### src/rtl/fdct_mult_pkg.sv
// rtl/fdct_mult_pkg.sv - shared defaults and types for the FDCT shared multiplier
package fdct_mult_pkg;

  localparam int DEFAULT_WIDTH = 8;
  localparam int DEFAULT_NREQ  = 4;

  typedef logic signed [2*DEFAULT_WIDTH-1:0] product_t;

  // A single requester still needs a 1-bit id field.
  function automatic int id_width(input int n);
    return (n > 1) ? $clog2(n) : 1;
  endfunction

endpackage

### src/rtl/param_mult.sv
// rtl/param_mult.sv - full-precision signed WIDTH x WIDTH multiplier
module param_mult
  import fdct_mult_pkg::*;
#(
  parameter int WIDTH = DEFAULT_WIDTH
) (
  input  logic signed [WIDTH-1:0]   a_i,
  input  logic signed [WIDTH-1:0]   b_i,
  output logic signed [2*WIDTH-1:0] y_o
);

  logic signed [2*WIDTH-1:0] a_ext;
  logic signed [2*WIDTH-1:0] b_ext;

  // Sign-extend first so the product is computed at full 2*WIDTH precision.
  assign a_ext = {{WIDTH{a_i[WIDTH-1]}}, a_i};
  assign b_ext = {{WIDTH{b_i[WIDTH-1]}}, b_i};
  assign y_o   = a_ext * b_ext;

endmodule

### src/rtl/rr_arbiter.sv
// rtl/rr_arbiter.sv - round-robin one-hot grant starting the scan at ptr_i
module rr_arbiter
  import fdct_mult_pkg::*;
#(
  parameter  int NREQ = DEFAULT_NREQ,
  localparam int IDW  = id_width(NREQ)
) (
  input  logic [NREQ-1:0] req_i,
  input  logic [IDW-1:0]  ptr_i,
  input  logic            en_i,
  output logic [NREQ-1:0] gnt_o,
  output logic [IDW-1:0]  idx_o,
  output logic            any_o
);

  always_comb begin
    int             cand;
    logic [IDW-1:0] cidx;
    gnt_o = '0;
    idx_o = '0;
    any_o = 1'b0;
    cand  = 0;
    cidx  = '0;
    // Scan from the farthest offset down so the nearest one to ptr_i wins last.
    for (int k = NREQ - 1; k >= 0; k--) begin
      cand = (int'(ptr_i) + k) % NREQ;
      cidx = IDW'(cand);
      if (en_i && req_i[cidx]) begin
        idx_o = cidx;
        any_o = 1'b1;
      end
    end
    if (any_o) gnt_o[idx_o] = 1'b1;
  end

endmodule

### src/rtl/mult_share_arb.sv
// rtl/mult_share_arb.sv - one signed multiplier time-shared by NREQ requesters
module mult_share_arb
  import fdct_mult_pkg::*;
#(
  parameter  int WIDTH = DEFAULT_WIDTH,
  parameter  int NREQ  = DEFAULT_NREQ,
  localparam int IDW   = id_width(NREQ)
) (
  input  logic                  clk,
  input  logic                  reset_n,
  input  logic [NREQ-1:0]       req_valid,
  output logic [NREQ-1:0]       req_ready,
  input  logic [NREQ*WIDTH-1:0] req_a,
  input  logic [NREQ*WIDTH-1:0] req_b,
  output logic                  res_valid,
  input  logic                  res_ready,
  output logic [2*WIDTH-1:0]    res_y,
  output logic [IDW-1:0]        res_id,
  output logic                  busy
);

  logic                    s1_valid_q, s1_valid_d;
  logic signed [WIDTH-1:0] s1_a_q, s1_a_d;
  logic signed [WIDTH-1:0] s1_b_q, s1_b_d;
  logic [IDW-1:0]          s1_id_q, s1_id_d;
  logic                    res_valid_q, res_valid_d;
  logic [2*WIDTH-1:0]      res_y_q, res_y_d;
  logic [IDW-1:0]          res_id_q, res_id_d;
  logic [IDW-1:0]          rr_ptr_q, rr_ptr_d;

  logic                      adv1, adv2;
  logic [NREQ-1:0]           gnt;
  logic [IDW-1:0]            gidx;
  logic                      gany;
  logic signed [2*WIDTH-1:0] prod;

  assign adv2 = !res_valid_q || res_ready;
  assign adv1 = !s1_valid_q || adv2;

  // Gating with reset_n keeps req_ready low for the whole reset window.
  rr_arbiter #(.NREQ(NREQ)) u_arb (
    .req_i (req_valid),
    .ptr_i (rr_ptr_q),
    .en_i  (adv1 && reset_n),
    .gnt_o (gnt),
    .idx_o (gidx),
    .any_o (gany)
  );

  param_mult #(.WIDTH(WIDTH)) u_mult (
    .a_i (s1_a_q),
    .b_i (s1_b_q),
    .y_o (prod)
  );

  always_comb begin
    s1_valid_d  = s1_valid_q;
    s1_a_d      = s1_a_q;
    s1_b_d      = s1_b_q;
    s1_id_d     = s1_id_q;
    rr_ptr_d    = rr_ptr_q;
    res_valid_d = res_valid_q;
    res_y_d     = res_y_q;
    res_id_d    = res_id_q;

    if (gany) begin
      s1_valid_d = 1'b1;
      s1_a_d     = req_a[int'(gidx)*WIDTH +: WIDTH];
      s1_b_d     = req_b[int'(gidx)*WIDTH +: WIDTH];
      s1_id_d    = gidx;
      rr_ptr_d   = (gidx == IDW'(NREQ - 1)) ? '0 : gidx + 1'b1;
    end else if (adv1) begin
      s1_valid_d = 1'b0;
    end

    // Result register only moves when its content is consumed or empty.
    if (adv2) begin
      res_valid_d = s1_valid_q;
      if (s1_valid_q) begin
        res_y_d  = prod;
        res_id_d = s1_id_q;
      end
    end
  end

  always_ff @(posedge clk) begin
    if (!reset_n) begin
      s1_valid_q  <= 1'b0;
      s1_a_q      <= '0;
      s1_b_q      <= '0;
      s1_id_q     <= '0;
      rr_ptr_q    <= '0;
      res_valid_q <= 1'b0;
      res_y_q     <= '0;
      res_id_q    <= '0;
    end else begin
      s1_valid_q  <= s1_valid_d;
      s1_a_q      <= s1_a_d;
      s1_b_q      <= s1_b_d;
      s1_id_q     <= s1_id_d;
      rr_ptr_q    <= rr_ptr_d;
      res_valid_q <= res_valid_d;
      res_y_q     <= res_y_d;
      res_id_q    <= res_id_d;
    end
  end

  assign req_ready = gnt;
  assign res_valid = res_valid_q;
  assign res_y     = res_y_q;
  assign res_id    = res_id_q;
  assign busy      = s1_valid_q || res_valid_q;

endmodule
### config.mk
export PLATFORM = sky130hd
export DESIGN_NAME = mult_share_arb
export DESIGN_NICKNAME = d
export VERILOG_FILES = /design/src/rtl/fdct_mult_pkg.sv /design/src/rtl/param_mult.sv /design/src/rtl/rr_arbiter.sv /design/src/rtl/mult_share_arb.sv
export SDC_FILE = /design/constraint.sdc
export NUM_CORES = 1
export LEC_CHECK = 0
export ABC_AREA = 0
export ABC_CLOCK_PERIOD_IN_PS = 5800
export CAP_MARGIN = 0
export CORE_UTILIZATION = 42
export CTS_BUF_LIST = sky130_fd_sc_hd__clkbuf_4
export CTS_CLUSTER_DIAMETER = 60
export DETAILED_ROUTE_END_ITERATION = 10
export GPL_ROUTABILITY_DRIVEN = 1
export PLACE_DENSITY = 0.71
export SLEW_MARGIN = 20
export SYNTH_ARGS = -nofsm -noshare
export SYNTH_HDL_FRONTEND = slang
export SYNTH_HIERARCHICAL = 1
export SYNTH_SLANG_ARGS = --single-unit
### constraint.sdc
create_clock -name clk -period 5.8 [get_ports clk]
set_clock_uncertainty 0.1 [all_clocks]
set_input_delay 1.16 -clock clk [delete_from_list [all_inputs] [get_ports clk]]
set_output_delay 1.16 -clock clk [all_outputs]
set_load 0.03 [all_outputs]
# After elaboration in Yosys (flattened, before gate mapping)
# Index checks and enable logic that the tools add are counted.
[totals] wordCells=57 out_inout_bits=24 in_bits=71 regBits=40
[op_classes] order_cmp=6 n_mux=22 n_reduce_logical=13 eq_ne=1 n_addsub=4 mul=1 n_shift=2
[ops] operator="$shiftx A32 B6 Y8" count=2
[ops] operator="$mul A8 B8 Y16" count=1
[ops] operator="$lt A2 B3 Y1 const B" count=5
[ops] operator="$mux W1" count=11
[ops] operator="$mux W2" count=5
[ops] operator="$bmux W1 S2" count=4
[ops] operator="$logic_and A1 B1 Y1" count=6
[ops] operator="$add A2 B1 Y2 const B" count=2
[ops] operator="$add A2 B2 Y2 const B" count=2
[ops] operator="$mux W4" count=1
[ops] operator="$logic_or A1 B1 Y1" count=3
[ops] operator="$demux W1 S2" count=1
[ops] operator="$eq A2 B2 Y1 const B" count=1
[ops] operator="$ge A2 B1 Y1 const B" count=1
[ops] operator="$logic_not A1 Y1" count=2
[ops] operator="$reduce_and A2 Y1" count=1
[ops] operator="$reduce_bool A2 Y1" count=1

# Depth between registers and ports, before layout
[depth] depth_word=14 mapped_depth=19 ltp_nobuf=19

# Cells and area by module
# Netlist, hierarchy kept.
[by_module_without_submodules] mod="param_mult" cells_per_inst=289 area_each_um2=2543.7 instances=1 seq_area_each_um2=0.0
[by_module_without_submodules] mod="mult_share_arb" cells_per_inst=179 area_each_um2=1899.3 instances=1 seq_area_each_um2=800.8
[by_module_without_submodules] mod="rr_arbiter" cells_per_inst=29 area_each_um2=193.9 instances=1 seq_area_each_um2=0.0

# Least setup slack after synthesis
# OpenSTA, ideal clock, no wires.
[synth_path] path_type="reg2reg" startpoint="reg s1_b_q[7]" endpoint="reg res_y_q[11] (netlist: res_y[11])" period_less_slack_ps=4361 arrival_time_ps=4191 path_stages_with_launch=17 t_required_ps=5630 setup_slack_ps=1439 n_path_buf=0 setup_ps=70 path_cell_list="dfxtp_1 nand2b_1 fa_1 fa_1 inv_1 fa_1 inv_1 fa_1 inv_1 ha_1 a21o_1 a21oi_4 a21boi_1 or4_1 nand3_1 nand3_1 a21oi_1"
[synth_via] elab_chain_cells=1
[synth_rtl] item="start, declared" line="mult_share_arb.sv:24" source="logic signed [WIDTH-1:0] s1_b_q, s1_b_d;"
[synth_rtl] item="start signal, assigned" line="mult_share_arb.sv:90" source="s1_b_q <= '0;"
[synth_rtl] item="start signal, assigned" line="mult_share_arb.sv:99" source="s1_b_q <= s1_b_d;"
[synth_rtl] item="$mul A8 B8 Y16" line="param_mult.sv:18" source="assign y_o = a_ext * b_ext;"
[synth_rtl] item="via prod[11]" line="mult_share_arb.sv:35" source="logic signed [2*WIDTH-1:0] prod;"
[synth_rtl] item="end signal, assigned" line="mult_share_arb.sv:103" source="res_y_q <= res_y_d;"
[synth_rtl] item="end, declared" line="mult_share_arb.sv:27" source="logic [2*WIDTH-1:0] res_y_q, res_y_d;"
# The timed path passes the listed nets, and every way through them passes these cells.
# A chain may end at the register's enable or synchronous reset.

# Worst setup path in the final report
[layout_path] startpoint="in req_valid[2]" endpoint="out req_ready[2]"
[layout_via] elab_chain_cells=12 word_cells_on_any_way=26 cone_classes="order compare (2); mux (19); reduce/logical (5)"
[layout_rtl] item="start, declared" line="mult_share_arb.sv:11" source="input logic [NREQ-1:0] req_valid,"
[layout_rtl] item="$bmux W1 S2" line="rr_arbiter.sv:28" source="if (en_i && req_i[cidx]) begin"
[layout_rtl] item="$mux W1 (not written as such)" line="rr_arbiter.sv:28"
[layout_rtl] item="$logic_and A1 B1 Y1" line="rr_arbiter.sv:28"
[layout_rtl] item="$mux W2 (4 in series)" line="rr_arbiter.sv:28"
[layout_rtl] item="$lt A2 B3 Y1 (not written as such) / $ge A2 B1 Y1 (equally long branches)" line="rr_arbiter.sv:33" source="if (any_o) gnt_o[idx_o] = 1'b1;"
[layout_rtl] item="$logic_and A1 B1 Y1 (not written as such)" line="rr_arbiter.sv:33"
[layout_rtl] item="$mux W1 (not written as such)" line="rr_arbiter.sv:33"
[layout_rtl] item="$demux W1 S2"
[layout_rtl] item="$mux W4 (*)" line="rr_arbiter.sv:33"
[layout_rtl] item="end, declared" line="mult_share_arb.sv:12" source="output logic [NREQ-1:0] req_ready,"
# Mark *: on every way between the ends. The rest lies on a longest branch, timed or not. The select of a mux whose other input is x is not followed.

==> results.cfg <==
[sta]
timing.final.ws_setup_ns = 0.708
maxSlewViolCount = 0
rsz0062_at_grt = no
post-route-min-period_ns = 5.09
relSlewSlack_pct = 54.0
worst_pin_slew_ns = 0.690
min_period_over_period_pct = 87.8
report.final.hold_viol_count = 0
setup_viol = 0
fmax_mhz = 196
fin_setup_tns_ns = 0

[setup_path]
crit_path_end_kind = primary output
path_max_fanout = 6
r2r_end = res_y[14]$_SDFFE_PN0P_
cp-endpoint = req_ready[2]
r2r_slack_ns = 1.08
crit_top_cell = clkdlybuf4s50_1
path_class = input pin to primary output
r2r.worst_path.cells = 16
worst-endpoint-required_ns = 4.54
r2r_start = s1_b_q[7]$_SDFFE_PN0P_
critPathTopFamily = simple AND/OR/NAND/NOR gates
critical_path_depth = 6
arrival_ns = 3.83
cp-start-kind = input pin
max_stage_delay_ns = 0.69
cp_slowest_cell = clkdlybuf4s50_1
path_buf_inv = 2
crit_start = req_valid[2]
path_cells = clkdlybuf4s50_1 > and4bb_1 > or4_4 > or4b_4 > a21oi_1 > clkdlybuf4s50_1

[floorplan]
die_h_um = 107
coreArea_um2 = 10500
die_area_um2 = 11500
io_pins = 95
num_rows = 37
initial_utilization_pct = 44.1
die_w_um = 107

[synthesis]
synth.largest_area_cell = fa_1
synth_edf_count = 0
synth_most_common_cell = inv_1
synth_nets = 653
synth_cells = 497
syn_avg_cell_area_um2 = 9.33
synthTopCellsByArea = fa_1 (24%), dfxtp_1 (17%), ha_1 (8.1%), inv_1 (7.1%), and2_1 (6.1%)
syn_area_um2 = 4640
ys_top_cells_by_count = inv_1 (88), fa_1 (55), and2_1 (45)
yosysSeqAreaShare_pct = 17.3
synth_top_area_share_pct = 23.7
ys_types = 48
synth_flop_cell = dfxtp_1
async_flop_share_pct = 0
yosysWarnings = 6
ys_ff_latch = 40

[detailed_routing]
firstDrtPassIters = 4
wirelength_um = 9470
vias_per_cell = 5.03
drc = 0
drt-initial-drc-count = 167
ant_nets = 0
routed-via-count = 3627
post_drt_wl_per_cell_um = 13.1

[layout]
area_growth_pct = 23.6
diodes = 0
nNetsFinal = 740
fin_area_um2 = 5730
drive_gt1_share_pct = 4.96

[place]
routabilityCongestion = 0.841
io_buffers = 94
placed_area_um2 = 5680
preCtsSetupSlack_ns = 0.716
hpwl_um = 8050

[cts]
ctsResizeCount = 0
cts_made_buffers = 5
htreeDepth = 2
cts_tree = built
hold_buffers = 0
postCtsSetupBuffers = 0
clkTransAtPathRegs_ns = 0.11
clkSinkCount = 40
insertion_delay_ns = 0.34
cts_root_buf = clkbuf_4
clockBufferDepth = 2

[status]
outcome = finished, final reports clean

[worst_hold_path]
min-delay-start = res_y[5]$_SDFFE_PN0P_
hp-class = flip-flop to flip-flop

[global_routing]
gr-total-overflow = 0
grt_pass1_wl_um = 16600
antenna_found_initial = 0
gr-usage-all-layers_pct = 17.8
grt_pass1_vias = 3740
grt_max_degree = 41

[power]
p_per_area_nw_per_um2 = 160
leakage_nw = 2.52
max-vdd-ir-drop_mv = 0.0873

[job]
maxCapViolCount = 0
==> sequential cells by signal, indices dropped and copies added, names as in the netlist <==
name,flops
res_y,16
rr_ptr_q,2
res_id,2
s1_b_q,8
s1_valid_q,1
res_valid,1
s1_id_q,2
s1_a_q,8
==> logic make-up (layout without fill, tap and decap cells) <==
group           after synthesis  in the layout  synth area share (%)
simple gates                142            142                  16.8
fa+ha+maj                    85             85                  31.8
buf+inv                     107            195                  9.47
compound gates               72             72                  8.99
flops                        40             40                  17.3
mux                          37             37                  13.0
xor+xnor                     14             14                  2.64
==> placed cells by master, fill, tap and decap left out, drive strengths merged, types with 3 or more instances in the layout <==
cell,n
clkbuf,5
nor2b,10
and2,45
inv,88
dfxtp,40
clkinv,3
nor2,34
buf,5
a21oi,36
nand3,20
o211ai,3
nand2,15
xnor2,12
ha,30
clkdlybuf4s50,94
fa,55
o21ai,24
mux2i,20
o21a,3
mux4,16
==> routing by layer <==
| metal | vias up | wire length [um] | track usage (%) |
|---|---|---|---|
| li1 | 1803 | - | - |
| met1 | 1717 | 4460 | 23.9 |
| met2 | 99 | 4490 | 30.5 |
| met3 | 8 | 366 | 2.07 |
| met4 | 0 | 151 | 4.21 |
| met5 | - | 0 | 0 |
==> how the worst min path moves through the flow <==
stage | endpoint | depth (start not counted)
floorplan | res_id[1]$_SDFFE_PN0P_ | 2
global placement | res_y[5]$_SDFFE_PN0P_ | 2
detailed placement | res_y[7]$_SDFFE_PN0P_ | 2
CTS | res_y[7]$_SDFFE_PN0P_ | 2
global route | res_id[1]$_SDFFE_PN0P_ | 2
finish | res_y[5]$_SDFFE_PN0P_ | 2
==> tightest hold or removal path: cells and delay by family, from the launching register on <==
kind	cells	cell delay, ns
AOI/OAI and AO/OA	2	0.12
DFF	1	0.32
==> per-stage QoR <==
stage                     power (mW)  util (%)  hold slack (ns)  std cells
after floorplan                0.652         -            0.343        497
after global placement         0.781      54.1            0.363        713
after detailed placement       0.792      54.1            0.369        713
after CTS                      0.926      54.5            0.386        721
after global routing            1.00      54.5            0.413        721
final                          0.915      54.5            0.383        721
==> area by class of cell <==
cell class                 instances  area (um^2)
clock inverter                     3         13.8
sequential                        40          801
tap                              136          170
timing repair buffer              99          978
inverter                          88          330
multi-input combinational        350         3400
fill                             930         4780
clock buffer                       5         37.5
==> report_power, final <==
group / leakage, nW / internal [mW] / switching (mW)
clock network: 0.0324 / 0.0446 / 0.0905
registers: 0.327 / 0.297 / 0.0354
logic: 2.16 / 0.222 / 0.226
total: 2.52 / 0.563 / 0.352
Power figures use the tool's default switching activity.
